`src/rtl/fifo_write_arbiter_if.sv`:
```
// Handshake bundle between producers, the write arbiter and the async FIFO write side.
// master = producer/FIFO environment, slave = the arbiter.
interface fifo_write_arbiter_if #(
  parameter int NUM_REQ    = 4,
  parameter int DATA_WIDTH = 8
);
  localparam int ID_W = $clog2(NUM_REQ);

  logic [NUM_REQ-1:0]            req_valid;
  logic [NUM_REQ*DATA_WIDTH-1:0] req_data;
  logic [NUM_REQ-1:0]            req_ready;
  logic                          wfull;
  logic                          winc;
  logic [DATA_WIDTH-1:0]         wdata;
  logic [ID_W-1:0]               grant_id;
  logic                          busy;

  modport master (
    output req_valid, req_data, wfull,
    input  req_ready, winc, wdata, grant_id, busy
  );

  modport slave (
    input  req_valid, req_data, wfull,
    output req_ready, winc, wdata, grant_id, busy
  );
endinterface

```
`src/rtl/fifo_write_arbiter.sv`:
```
// Round-robin arbiter sharing the async FIFO write port among NUM_REQ requesters.
// Define FIFO_ARB_BURST_EN to let a grant hold the port for up to MAX_BURST beats.
//
// Handshake: a word moves from requester i when req_valid[i] && req_ready[i] at a rising wclk
// edge; req_ready only rises for the granted requester in XFER with the FIFO not full, and a
// requester must hold its word stable until accepted. winc/wdata are combinational from that.
module fifo_write_arbiter #(
  parameter int NUM_REQ    = 4,
  parameter int DATA_WIDTH = 8,
  parameter int MAX_BURST  = 4
) (
  input  logic                 wclk,
  input  logic                 wrst_n,
  fifo_write_arbiter_if.slave  bus
);

  localparam int ID_W  = $clog2(NUM_REQ);
  localparam int CNT_W = $clog2(MAX_BURST + 1);
`ifdef FIFO_ARB_BURST_EN
  localparam int BURST_LIMIT = MAX_BURST;
`else
  localparam int BURST_LIMIT = 1;
`endif
  localparam logic [CNT_W-1:0] LIMIT   = CNT_W'(BURST_LIMIT);
  localparam logic [ID_W-1:0]  LAST_ID = ID_W'(NUM_REQ - 1);

  typedef enum logic {IDLE = 1'b0, XFER = 1'b1} state_e;

  state_e           state_q, state_d;
  logic [ID_W-1:0]  grant_id_q, grant_id_d;
  logic [ID_W-1:0]  rr_ptr_q, rr_ptr_d;
  logic [CNT_W-1:0] beat_cnt_q, beat_cnt_d;

  logic             pick_found;
  logic [ID_W-1:0]  pick_idx;
  logic [ID_W-1:0]  next_ptr;
  logic [CNT_W-1:0] beat_inc;
  logic             xfer;

  // Scan downward so the candidate closest to rr_ptr is the last one written and wins.
  always_comb begin
    int cand;
    pick_found = 1'b0;
    pick_idx   = '0;
    cand       = 0;
    for (int k = NUM_REQ - 1; k >= 0; k--) begin
      cand = int'(rr_ptr_q) + k;
      if (cand >= NUM_REQ) cand = cand - NUM_REQ;
      if (bus.req_valid[cand]) begin
        pick_found = 1'b1;
        pick_idx   = ID_W'(cand);
      end
    end
  end

  always_comb begin
    bus.req_ready = '0;
    if (state_q == XFER && !bus.wfull) bus.req_ready[grant_id_q] = 1'b1;
  end

  assign xfer      = |(bus.req_valid & bus.req_ready);
  assign bus.winc  = xfer;
  assign bus.wdata = bus.req_data[grant_id_q*DATA_WIDTH +: DATA_WIDTH];
  // busy doubles as the externally visible FSM state.
  assign bus.busy     = (state_q == XFER);
  assign bus.grant_id = grant_id_q;

  assign next_ptr = (grant_id_q == LAST_ID) ? '0 : grant_id_q + 1'b1;
  assign beat_inc = beat_cnt_q + 1'b1;

  always_comb begin
    state_d    = state_q;
    grant_id_d = grant_id_q;
    rr_ptr_d   = rr_ptr_q;
    beat_cnt_d = beat_cnt_q;
    case (state_q)
      IDLE: begin
        if (pick_found) begin
          grant_id_d = pick_idx;
          beat_cnt_d = '0;
          state_d    = XFER;
        end
      end
      XFER: begin
        // A dropped valid ends the grant even while the FIFO is stalling it.
        if (!bus.req_valid[grant_id_q]) begin
          state_d  = IDLE;
          rr_ptr_d = next_ptr;
        end else if (xfer) begin
          beat_cnt_d = beat_inc;
          if (beat_inc == LIMIT) begin
            state_d  = IDLE;
            rr_ptr_d = next_ptr;
          end
        end
      end
      default: state_d = IDLE;
    endcase
  end

  always_ff @(posedge wclk or negedge wrst_n) begin
    if (!wrst_n) begin
      state_q    <= IDLE;
      grant_id_q <= '0;
      rr_ptr_q   <= '0;
      beat_cnt_q <= '0;
    end else begin
      state_q    <= state_d;
      grant_id_q <= grant_id_d;
      rr_ptr_q   <= rr_ptr_d;
      beat_cnt_q <= beat_cnt_d;
    end
  end

endmodule

```
`src/flat_wrapper.sv`:
```
// flat-port wrapper written by rule: the top's interface ports become plain ports
module fifo_write_arbiter_flat 
#(
  parameter int NUM_REQ    = 4,
  parameter int DATA_WIDTH = 8,
  parameter int MAX_BURST  = 4
)
  (wclk, wrst_n, bus_req_valid, bus_req_data, bus_wfull, bus_req_ready, bus_winc, bus_wdata, bus_grant_id, bus_busy);
  fifo_write_arbiter_if #(.NUM_REQ(NUM_REQ), .DATA_WIDTH(DATA_WIDTH)) bus_i ();
  input  logic wclk;
  input  logic wrst_n;
  input wire logic [$bits(bus_i.req_valid)-1:0] bus_req_valid;
  input wire logic [$bits(bus_i.req_data)-1:0] bus_req_data;
  input wire logic [$bits(bus_i.wfull)-1:0] bus_wfull;
  output wire logic [$bits(bus_i.req_ready)-1:0] bus_req_ready;
  output wire logic [$bits(bus_i.winc)-1:0] bus_winc;
  output wire logic [$bits(bus_i.wdata)-1:0] bus_wdata;
  output wire logic [$bits(bus_i.grant_id)-1:0] bus_grant_id;
  output wire logic [$bits(bus_i.busy)-1:0] bus_busy;
  assign bus_i.req_valid = bus_req_valid;
  assign bus_i.req_data = bus_req_data;
  assign bus_i.wfull = bus_wfull;
  assign bus_req_ready = bus_i.req_ready;
  assign bus_winc = bus_i.winc;
  assign bus_wdata = bus_i.wdata;
  assign bus_grant_id = bus_i.grant_id;
  assign bus_busy = bus_i.busy;
  fifo_write_arbiter #(.NUM_REQ(NUM_REQ), .DATA_WIDTH(DATA_WIDTH), .MAX_BURST(MAX_BURST)) u_core (.wclk(wclk), .wrst_n(wrst_n), .bus(bus_i));
endmodule
```
`config.mk`:
```
export PLATFORM = sky130hd
export DESIGN_NAME = fifo_write_arbiter_flat
export DESIGN_NICKNAME = d
export VERILOG_FILES = /design/src/rtl/fifo_write_arbiter_if.sv /design/src/rtl/fifo_write_arbiter.sv /design/src/flat_wrapper.sv
export SDC_FILE = /design/constraint.sdc
export NUM_CORES = 1
export LEC_CHECK = 0
export CAP_MARGIN = 5
export CORE_MARGIN = 8
export CORE_UTILIZATION = 36
export DETAILED_ROUTE_END_ITERATION = 12
export PLACE_DENSITY = 0.81
export SETUP_SLACK_MARGIN = 0.3
export SLEW_MARGIN = 40
export SYNTH_ARGS = -nofsm -noshare
export SYNTH_HDL_FRONTEND = slang
export SYNTH_SLANG_ARGS = --single-unit
```
`constraint.sdc`:
```
create_clock -name wclk -period 2.34 [get_ports wclk]
set_input_delay 0.468 -clock wclk [delete_from_list [all_inputs] [get_ports wclk]]
set_output_delay 0.468 -clock wclk [all_outputs]
set_load 0.02 [all_outputs]
```
==> results of run 1 <==
-- final timing paths --
kind                                     endpoint
hold / removal                 u_core.rr_ptr_q[0]
setup reg to reg               u_core.rr_ptr_q[1]
max in group asynchronous  u_core.bus.grant_id[0]
setup / recovery                     bus_wdata[4]
min in group wclk            u_core.beat_cnt_q[0]
hold reg to reg              u_core.beat_cnt_q[0]
-- power by group --
group | switching (mW) | internal, mW | leakage (nW)
clock network | 0.0439 | 0.0650 | 0.0150
logic | 0.516 | 0.557 | 0.575
registers | 0.0844 | 0.196 | 0.0985
-- cells by family (layout without fill, tap and decap cells) --
| logic type | Yosys count | count (layout) | share of synthesized area [%] |
|---|---|---|---|
| AO/OA/AOI/OAI | 21 | 21 | 18.2 |
| XOR/XNOR | 1 | 1 | 1.03 |
| adder cells (fa/ha/maj) | 6 | 6 | 8.82 |
| buffers and inverters | 11 | 74 | 5.29 |
| flip-flops | 8 | 8 | 23.5 |
| multiplexers | 13 | 13 | 28.2 |
| AND/OR/NAND/NOR | 25 | 25 | 14.9 |
-- Yosys cell counts --
| cell | n | share of area, % |
|---|---|---|
| a21oi_1 | 3 | 1.8 |
| a21o_1 | 1 | 0.88 |
| and2_1 | 4 | 2.9 |
| and3_1 | 1 | 0.74 |
| o21a_1 | 1 | 0.88 |
| or2b_1 | 1 | 0.88 |
| nand2_1 | 8 | 3.5 |
| xor2_1 | 1 | 1.0 |
| o221ai_1 | 2 | 2.1 |
| o21ai_0 | 2 | 1.2 |
| clkbuf_2 | 1 | 0.59 |
| o21bai_1 | 1 | 0.88 |
| mux2_4 | 2 | 3.5 |
| a22oi_1 | 2 | 1.8 |
| or2_2 | 1 | 0.74 |
| o22ai_1 | 1 | 0.74 |
| a31o_2 | 3 | 3.1 |
| dfrtp_1 | 8 | 24 |
| mux2i_1 | 3 | 3.5 |
| mux4_2 | 8 | 21 |
| a21boi_0 | 2 | 1.8 |
| o211a_1 | 1 | 1.2 |
| ha_1 | 6 | 8.8 |
| nor2b_1 | 2 | 1.5 |
| inv_1 | 8 | 3.5 |
| nor4_1 | 1 | 0.74 |
| a2111o_1 | 1 | 1.3 |
| a31oi_1 | 1 | 0.74 |
| nand2b_1 | 1 | 0.74 |
| nor2_1 | 5 | 2.2 |
| buf_2 | 2 | 1.2 |
| and2b_1 | 1 | 0.88 |
-- routing by layer --
layer	GRT usage, %	vias up	routed length, µm	part of all wire [%]
met1	15.8	426	1290	43
met4	4.90	0	19	0.63
met2	23.9	53	1340	45
li1	-	443	-	-
met3	5.50	2	349	12
met5	0	-	0	0
-- cells in the final DEF, fill, tap and decap left out, types with 2 or more instances in the layout --
cell type / instances
dfrtp_2: 2
buf_2: 11
clkdlybuf4s50_1: 41
inv_1: 7
and2_1: 4
nor2b_1: 2
mux2i_1: 3
nand2_1: 8
ha_1: 6
a31o_2: 3
clkbuf_4: 3
nor2_1: 5
buf_4: 7
o21ai_0: 2
mux4_2: 8
o221ai_1: 2
buf_6: 2
dfrtp_1: 6
mux2_4: 2
a21oi_1: 3
a22oi_2: 2
-- sequential cells by signal (all words and copies together) (netlist names) --
signal               cells
u_core.beat_cnt_q        3
u_core.bus.busy          1
u_core.bus.grant_id      2
u_core.rr_ptr_q          2
-- worst register-to-register path, cell delays in order (launching register included) --
cell	delay [ns]
dfrtp_2	0.46
inv_2	0.10
ha_1	0.18
a22oi_2	0.10
a2111o_1	0.41
a31o_2	0.23
mux2_4	0.30
-- cell type report --
type                       instances  share of cell area [%]
multi-input combinational         66                    42.2
timing repair buffer              62                    37.8
sequential                         8                    13.8
tap                               28                    2.39
inverter                           8                    2.04
clock buffer                       4                    1.79
-- metrics by stage --
stage,instances,setup WS (ns),instance area (µm²),TNS (ns)
after floorplan,85,0.300,858,0
after global placement,172,-0.0608,1480,-0.108
after detailed placement,172,-0.0766,1480,-0.287
after CTS,176,0.260,1460,0
after global routing,176,0.301,1470,0
final,176,0.350,1470,0
-- repair_timing --
item | in CTS | in global routing
setup endpoints to repair | 13 | 3
hold buffers | 0 | 0
gates cloned | 0 | 0
gates resized for setup | 56 | 6
==> run_results.csv, run 1 <==
group,metric,value,unit
routing,dr.pass1.iters,4,
synth,syn_area_per_cell,10.0,µm²
sta,fin_crit,1.99,ns
setup_path,critPathTopFamily,"buffers and inverters",
routing,drc_errors,0,
routing,drt-total-wl,3000,µm
floorplanning,core_area,0.00223,mm²
setup_path,r2r_setup_slack,0.44,ns
layout,area.sequential,203,µm²
clocking,clkTransAtPathRegs,0.05,ns
setup_path,rr_worst_depth,6,
floorplanning,io-pin-count,55,
sta,hold_violations,0,
sta,fin_crit_sh,85.0,%
routing,viasPerCell,5.25,
sta,slew_violations,0,
floorplanning,rows,17,
synth,ys_warn_count,0,
synth,yosysSeqAreaShare,23.5,%
setup_path,worstSetupPathType,"input port to output pin",
routing,vias,924,
setup_path,worstPathArrival,1.52,ns
setup_path,critPathMaxStageDelay,0.46,ns
sta,hold_ws,0.479,ns
global_route,grt_pass1_wl,4710,µm
synth,syn-cell-area,851,µm²
setup_path,critical_path_depth,3,
setup_path,path_max_fanout,1,
synth,syn_nets,130,
power,power_density,995,mW/mm²
synth,synth_cells,85,
place,gp_congestion,0.940,
setup_path,critPathLaunch,"bus_req_data[4]",
clocking,cts.root.buffer_cell,"clkbuf_4",
sta,maxSlewHeadroom,75.9,%
layout,final_util,65.8,%
layout,drive_above_1_share,29.7,%
clocking,postCtsSetupRepairBufs,0,
clocking,cts_buffer_depth,2,
clocking,htree_num_levels,1,
floorplanning,dieArea,0.00418,mm²
sta,tightest_slew,0.358,ns
floorplanning,start_util,38.1,%
clocking,cts_buffers,3,
layout,final_nets,194,
setup_path,reg2reg_from,"u_core.bus.grant_id[1]",
layout,nFillCells,187,
synth,ys_ff_latch,8,
routing,ant_nets,0,
synth,synth_cell_types,32,
clocking,clock_latency,0.25,ns
setup_path,path_buf_inv,2,
setup_path,critPathSlowestCell,"mux4_2",
routing,drt_iter0_drc,39,
layout,antenna_cells,0,
floorplanning,die_w,64.6,µm
clocking,cts_tree,"built",
global_route,grt_pass1_vias,935,
power,peakVddDrop,0.817,mV
global_route,overflow,0,
sta,finalSetupViolations,0,
setup_path,crit_chain,"clkdlybuf4s50_1, mux4_2, buf_2",
global_route,grt_usage,14.1,%
place,portBuffers,54,
clocking,cts_sinks,8,
power,p_total,1.46,mW
sta,finClkSkew,0.00768,ns
sta,rsz0062_at_grt,"false",
global_route,antenna_found_initial,0,
layout,multi_input_area,619,µm²
power,power.leakage,0.688,nW
sta,max_freq,0.503,GHz
setup_path,critPathLaunchType,"input port",
routing,post_drt_wl_per_cell,17.0,µm
layout,area_growth,72.6,%
global_route,grt_max_degree,9,
place,dp_hpwl,2550,µm
outcome,status,"finished, final reports clean",
setup_path,cp.required,1.87,ns
flow_run,cap_violations,0,
min_path,hp-class,"input port to async pin",
floorplanning,die_height,64.6,µm
setup_path,cp-end-kind,"output pin",
Power figures use the tool's default switching activity.
==> inputs of run 2 (changes only) <==
--- a/config.mk
+++ b/config.mk
@@ -6,7 +6,6 @@
 export NUM_CORES = 1
 export LEC_CHECK = 0
 export CAP_MARGIN = 5
-export CORE_MARGIN = 8
 export CORE_UTILIZATION = 36
 export DETAILED_ROUTE_END_ITERATION = 12
 export PLACE_DENSITY = 0.81
==> run_results.csv, run 2 (same netlist as run 1, synthesis figures left out) <==
group,metric,value,unit
outcome,status,"finished, final reports clean",
clocking,cts.root.buffer_cell,"clkbuf_4",
global_route,grt_pass1_wl,4450,µm
sta,hold_ws,0.490,ns
layout,multi_input_area,619,µm²
global_route,met1_usage,24.4,%
layout,final_common_cell,"clkdlybuf4s50_1",
clocking,htree_num_levels,1,
layout,largest_register_ffs,3,
layout,antenna_cells,0,
sta,fin_crit_sh,85.6,%
setup_path,critPathLaunchType,"flop",
layout,nFillCells,186,
setup_path,r2r_setup_slack,0.40,ns
sta,finClkSkew,0.00481,ns
routing,drt-total-wl,2750,µm
floorplanning,start_util,38.5,%
clocking,cts_buffer_depth,2,
sta,maxSlewHeadroom,75.6,%
floorplanning,die_w,50.6,µm
sta,rsz0062_at_grt,"true",
routing,vias,941,
sta,tightest_slew,0.365,ns
place,preCtsSetupSlack,-0.0746,ns
setup_path,critPathLaunch,"u_core.bus.grant_id[0]",
layout,final_nets,196,
global_route,met3_usage,6.06,%
setup_path,path_max_fanout,9,
floorplanning,die_height,50.6,µm
sta,setup_slack,0.338,ns
flow_run,cap_violations,0,
layout,layout_common_cells,"clkdlybuf4s50_1 (41), buf_2 (12), buf_4 (9)",
routing,dr.pass1.iters,4,
setup_path,reg2reg_from,"u_core.bus.grant_id[1]",
floorplanning,io-pin-count,55,
setup_path,rr_worst_depth,6,
layout,final_util,66.7,%
setup_path,cp.required,1.87,ns
clocking,cts_sinks,8,
global_route,grt_usage,23.4,%
routing,viasPerCell,5.29,
layout,area.sequential,203,µm²
setup_path,worstPathArrival,1.53,ns
routing,drc_errors,0,
setup_path,r2r_end,"u_core.rr_ptr_q[1]",
layout,area_growth,73.5,%
routing,ant_nets,0,
global_route,use_met2,44.7,%
routing,post_drt_wl_per_cell,15.4,µm
routing,drt_iter0_drc,10,
power,power.leakage,0.695,nW
setup_path,cp-end-kind,"output pin",
global_route,overflow,0,
layout,drive_above_1_share,30.7,%
sta,slew_violations,0,
sta,fin_crit,2.00,ns
layout,regMostFlops,"u_core.beat_cnt_q",
place,portBuffers,54,
floorplanning,dieArea,0.00256,mm²
power,peakVddDrop,0.695,mV
min_path,hp-class,"input port to async pin",
global_route,antenna_found_initial,0,
place,gp_congestion,0.845,
clocking,cts_buffers,3,
sta,max_freq,0.499,GHz
power,power_density,1010,mW/mm²
place,dp_hpwl,2270,µm
floorplanning,core_area,0.00221,mm²
global_route,busiest_layer,"met2",
sta,finalSetupViolations,0,
clocking,postCtsHoldBufs,0,
sta,hold_violations,0,
clocking,cts_tree,"built",
global_route,grt_max_degree,10,
floorplanning,rows,17,
setup_path,worstSetupPathType,"flop to output pin",
clocking,clock_latency,0.26,ns
clocking,clkTransAtPathRegs,0.06,ns
global_route,grt_pass1_vias,1012,
run 2: power by group:
part	internal, mW	total [mW]	switching [mW]
Clock	0.0652	0.112	0.0471
Combinational	0.568	1.10	0.533
Sequential	0.196	0.274	0.0782
Total	0.829	1.49	0.659
run 2: repair_timing:
action,in CTS,in global routing
gates cloned,0,0
gates resized for setup,49,6
buffers inserted,2,0
setup endpoints to repair,13,13
run 2: through the flow:
stage	setup TNS (ns)	cell area, µm²	power [mW]	std cells
floorplan	0	858	0.949	85
global placement	-0.109	1490	1.39	172
detailed placement	-0.194	1490	1.43	172
CTS	0	1510	1.51	178
global route	0	1480	1.59	178
finish	0	1480	1.49	178
run 2: worst max path at each step:
stage / to / slack [ns] / cells past startpoint
floorplan: u_core.rr_ptr_q[0] / 0.30 / 7
global placement: bus_winc / -0.04 / 4
detailed placement: bus_winc / -0.07 / 4
CTS: bus_winc / 0.23 / 4
global route: bus_wdata[4] / 0.29 / 3
finish: bus_wdata[4] / 0.34 / 3
run 2: cell type report:
type                            count  share of cell area (%)
Tap cell                           28                    2.37
Multi-Input combinational cell     66                    41.9
Sequential cell                     8                    13.7
Clock buffer                        4                    1.78
Timing Repair Buffer               64                    38.1
Inverter                            8                    2.03
run 2: critical path, stage by stage, from the launching register on:
cell and delay [ns]:
dfrtp_2 0.44, buf_12 0.16, mux4_2 0.50, buf_2 0.18
run 2: per-layer routing:
| layer | up-vias | part of all wire (%) |
|---|---|---|
| li1 | 448 | - |
| met1 | 441 | 39 |
| met2 | 49 | 51 |
| met3 | 3 | 8.7 |
| met4 | 0 | 0.98 |
| met5 | - | 0 |
==> inputs of run 3 (changes only) <==
--- a/config.mk
+++ b/config.mk
@@ -6,9 +6,9 @@
 export NUM_CORES = 1
 export LEC_CHECK = 0
 export CAP_MARGIN = 5
-export CORE_UTILIZATION = 36
+export CORE_UTILIZATION = 39
 export DETAILED_ROUTE_END_ITERATION = 12
-export PLACE_DENSITY = 0.81
+export PLACE_DENSITY = 0.87
 export SETUP_SLACK_MARGIN = 0.3
 export SLEW_MARGIN = 40
 export SYNTH_ARGS = -nofsm -noshare
==> constraint.sdc (replaced) <==
create_clock -name wclk -period 2.4 [get_ports wclk]
set_input_delay 0.48 -clock wclk [delete_from_list [all_inputs] [get_ports wclk]]
set_output_delay 0.48 -clock wclk [all_outputs]
set_load 0.02 [all_outputs]
==> run_results.csv, run 3 (same netlist as run 1, synthesis figures left out) <==
group,metric,value,unit
sta,finalSetupViolations,0,
power,p_clk_share,7.3,%
global_route,grt_pass1_wl,4330,µm
sta,tightest_slew,0.422,ns
floorplanning,die_w,48.7,µm
layout,largest_register_ffs,3,
power,p_int,0.840,mW
layout,final_nets,197,
power,power_density,991,mW/mm²
floorplanning,dieArea,0.00237,mm²
setup_path,cp-end-kind,"output pin",
floorplanning,start_util,42.5,%
routing,dr.pass1.iters,4,
floorplanning,die_height,48.7,µm
flow_run,cap_violations,0,
power,peakVddDrop,0.717,mV
layout,final_util,74.9,%
layout,layout_common_cells,"clkdlybuf4s50_1 (41), buf_2 (13), buf_4 (9)",
global_route,grt_pass1_vias,929,
clocking,htree_num_levels,1,
setup_path,r2r_setup_slack,0.49,ns
setup_path,rr_worst_depth,6,
min_path,hp-class,"input port to async pin",
clocking,cts_tree,"built",
sta,setup_tns,0,ns
sta,slew_violations,0,
setup_path,reg2reg_from,"u_core.bus.grant_id[0]",
power,power.leakage,0.710,nW
routing,drt-total-wl,2740,µm
outcome,status,"finished, final reports clean",
clocking,cts_buffers,3,
layout,fin_area,0.00150,mm²
clocking,cts.root.buffer_cell,"clkbuf_4",
sta,hold_ws,0.485,ns
power,swShare,43.5,%
sta,finClkSkew,0.0115,ns
sta,maxSlewHeadroom,71.6,%
routing,vias,945,
layout,drive_above_1_share,30.5,%
power,sequentialPowerShare,18.2,%
sta,setup_slack,0.344,ns
routing,route.met3.wl,258,µm
place,preCtsSetupSlack,-0.0493,ns
floorplanning,rows,16,
place,dpl-instance-area,0.00148,mm²
global_route,antenna_found_initial,0,
clocking,clkTransAtPathRegs,0.06,ns
clocking,cts_sinks,8,
setup_path,critPathLaunchType,"input port",
setup_path,worstSetupPathType,"input port to output pin",
global_route,grt_usage,23.6,%
floorplanning,io-pin-count,55,
floorplanning,core_area,0.00200,mm²
routing,viasPerCell,5.31,
layout,area_growth,76.3,%
clocking,cts_buffer_depth,2,
place,dp_hpwl,2100,µm
routing,wl_met2,1390,µm
clocking,clock_latency,0.26,ns
global_route,grt_max_degree,13,
sta,hold_violations,0,
layout,antenna_cells,0,
setup_path,cp.required,1.92,ns
place,gp_congestion,0.855,
setup_path,worstPathArrival,1.58,ns
layout,final_common_cell,"clkdlybuf4s50_1",
routing,drt_iter0_drc,15,
routing,m1WireLength,1050,µm
routing,routed.top_layer,"met4",
layout,regMostFlops,"u_core.beat_cnt_q",
setup_path,path_max_fanout,1,
setup_path,r2r_end,"u_core.rr_ptr_q[1]",
power,p_comb_share,74.5,%
sta,max_freq,0.486,GHz
routing,ant_nets,0,
sta,fin_crit_sh,85.7,%
routing,post_drt_wl_per_cell,15.4,µm
sta,fin_crit,2.06,ns
sta,rsz0062_at_grt,"true",
place,portBuffers,54,
global_route,overflow,0,
routing,drc_errors,0,
power,switching_power,0.647,mW
## run 3: final cells by class
class	instances	area, µm²
Sequential cell	8	201
Tap cell	27	33.8
Multi-Input combinational cell	66	621
Inverter	8	30.0
Clock buffer	4	26.3
Timing Repair Buffer	65	588
Fill cell	137	502
## run 3: worst max path at each step
stage	start	endpoint	slack [ns]	depth (start not counted)
4_1_cts	bus_wfull	bus_winc	0.29	4
6_report	bus_req_data[25]	bus_wdata[1]	0.34	3
2_1_floorplan	u_core.bus.grant_id[0]	u_core.rr_ptr_q[0]	0.33	7
3_3_place_gp	bus_wfull	bus_winc	-0.02	4
3_5_place_dp	bus_wfull	bus_winc	-0.05	4
5_1_grt	u_core.bus.grant_id[0]	bus_winc	0.25	5
## run 3: power groups by stage
stage	sequential [mW]	combinational [mW]	clock, mW
6_report	0.271	1.11	0.108
3_3_place_gp	0.268	1.08	0
5_1_grt	0.282	1.19	0.122
2_1_floorplan	0.283	0.636	0
4_1_cts	0.264	1.07	0.114
3_5_place_dp	0.274	1.09	0
## run 3: metal layers
metal,track usage (%),vias to the layer above
met1,27.7,436
li1,-,446
met2,41.2,57
met5,0,-
met4,9.80,0
met3,5.35,6
## run 3: timing repair
action	CTS	global route
pin swaps	0	1
buffers inserted	2	1
hold buffers	0	0
resized for setup	48	7
setup endpoints to repair	13	6
cloned	0	1
## run 3: metrics by stage
| stage | power [mW] | instances |
|---|---|---|
| 2_1_floorplan | 0.919 | 85 |
| 3_3_place_gp | 1.34 | 170 |
| 3_5_place_dp | 1.36 | 170 |
| 4_1_cts | 1.45 | 176 |
| 5_1_grt | 1.59 | 178 |
| 6_report | 1.49 | 178 |
## run 3: worst max-delay path, cell delays in order
cell             delay (ns)
clkdlybuf4s50_1        0.43
mux4_2                 0.49
buf_2                  0.18
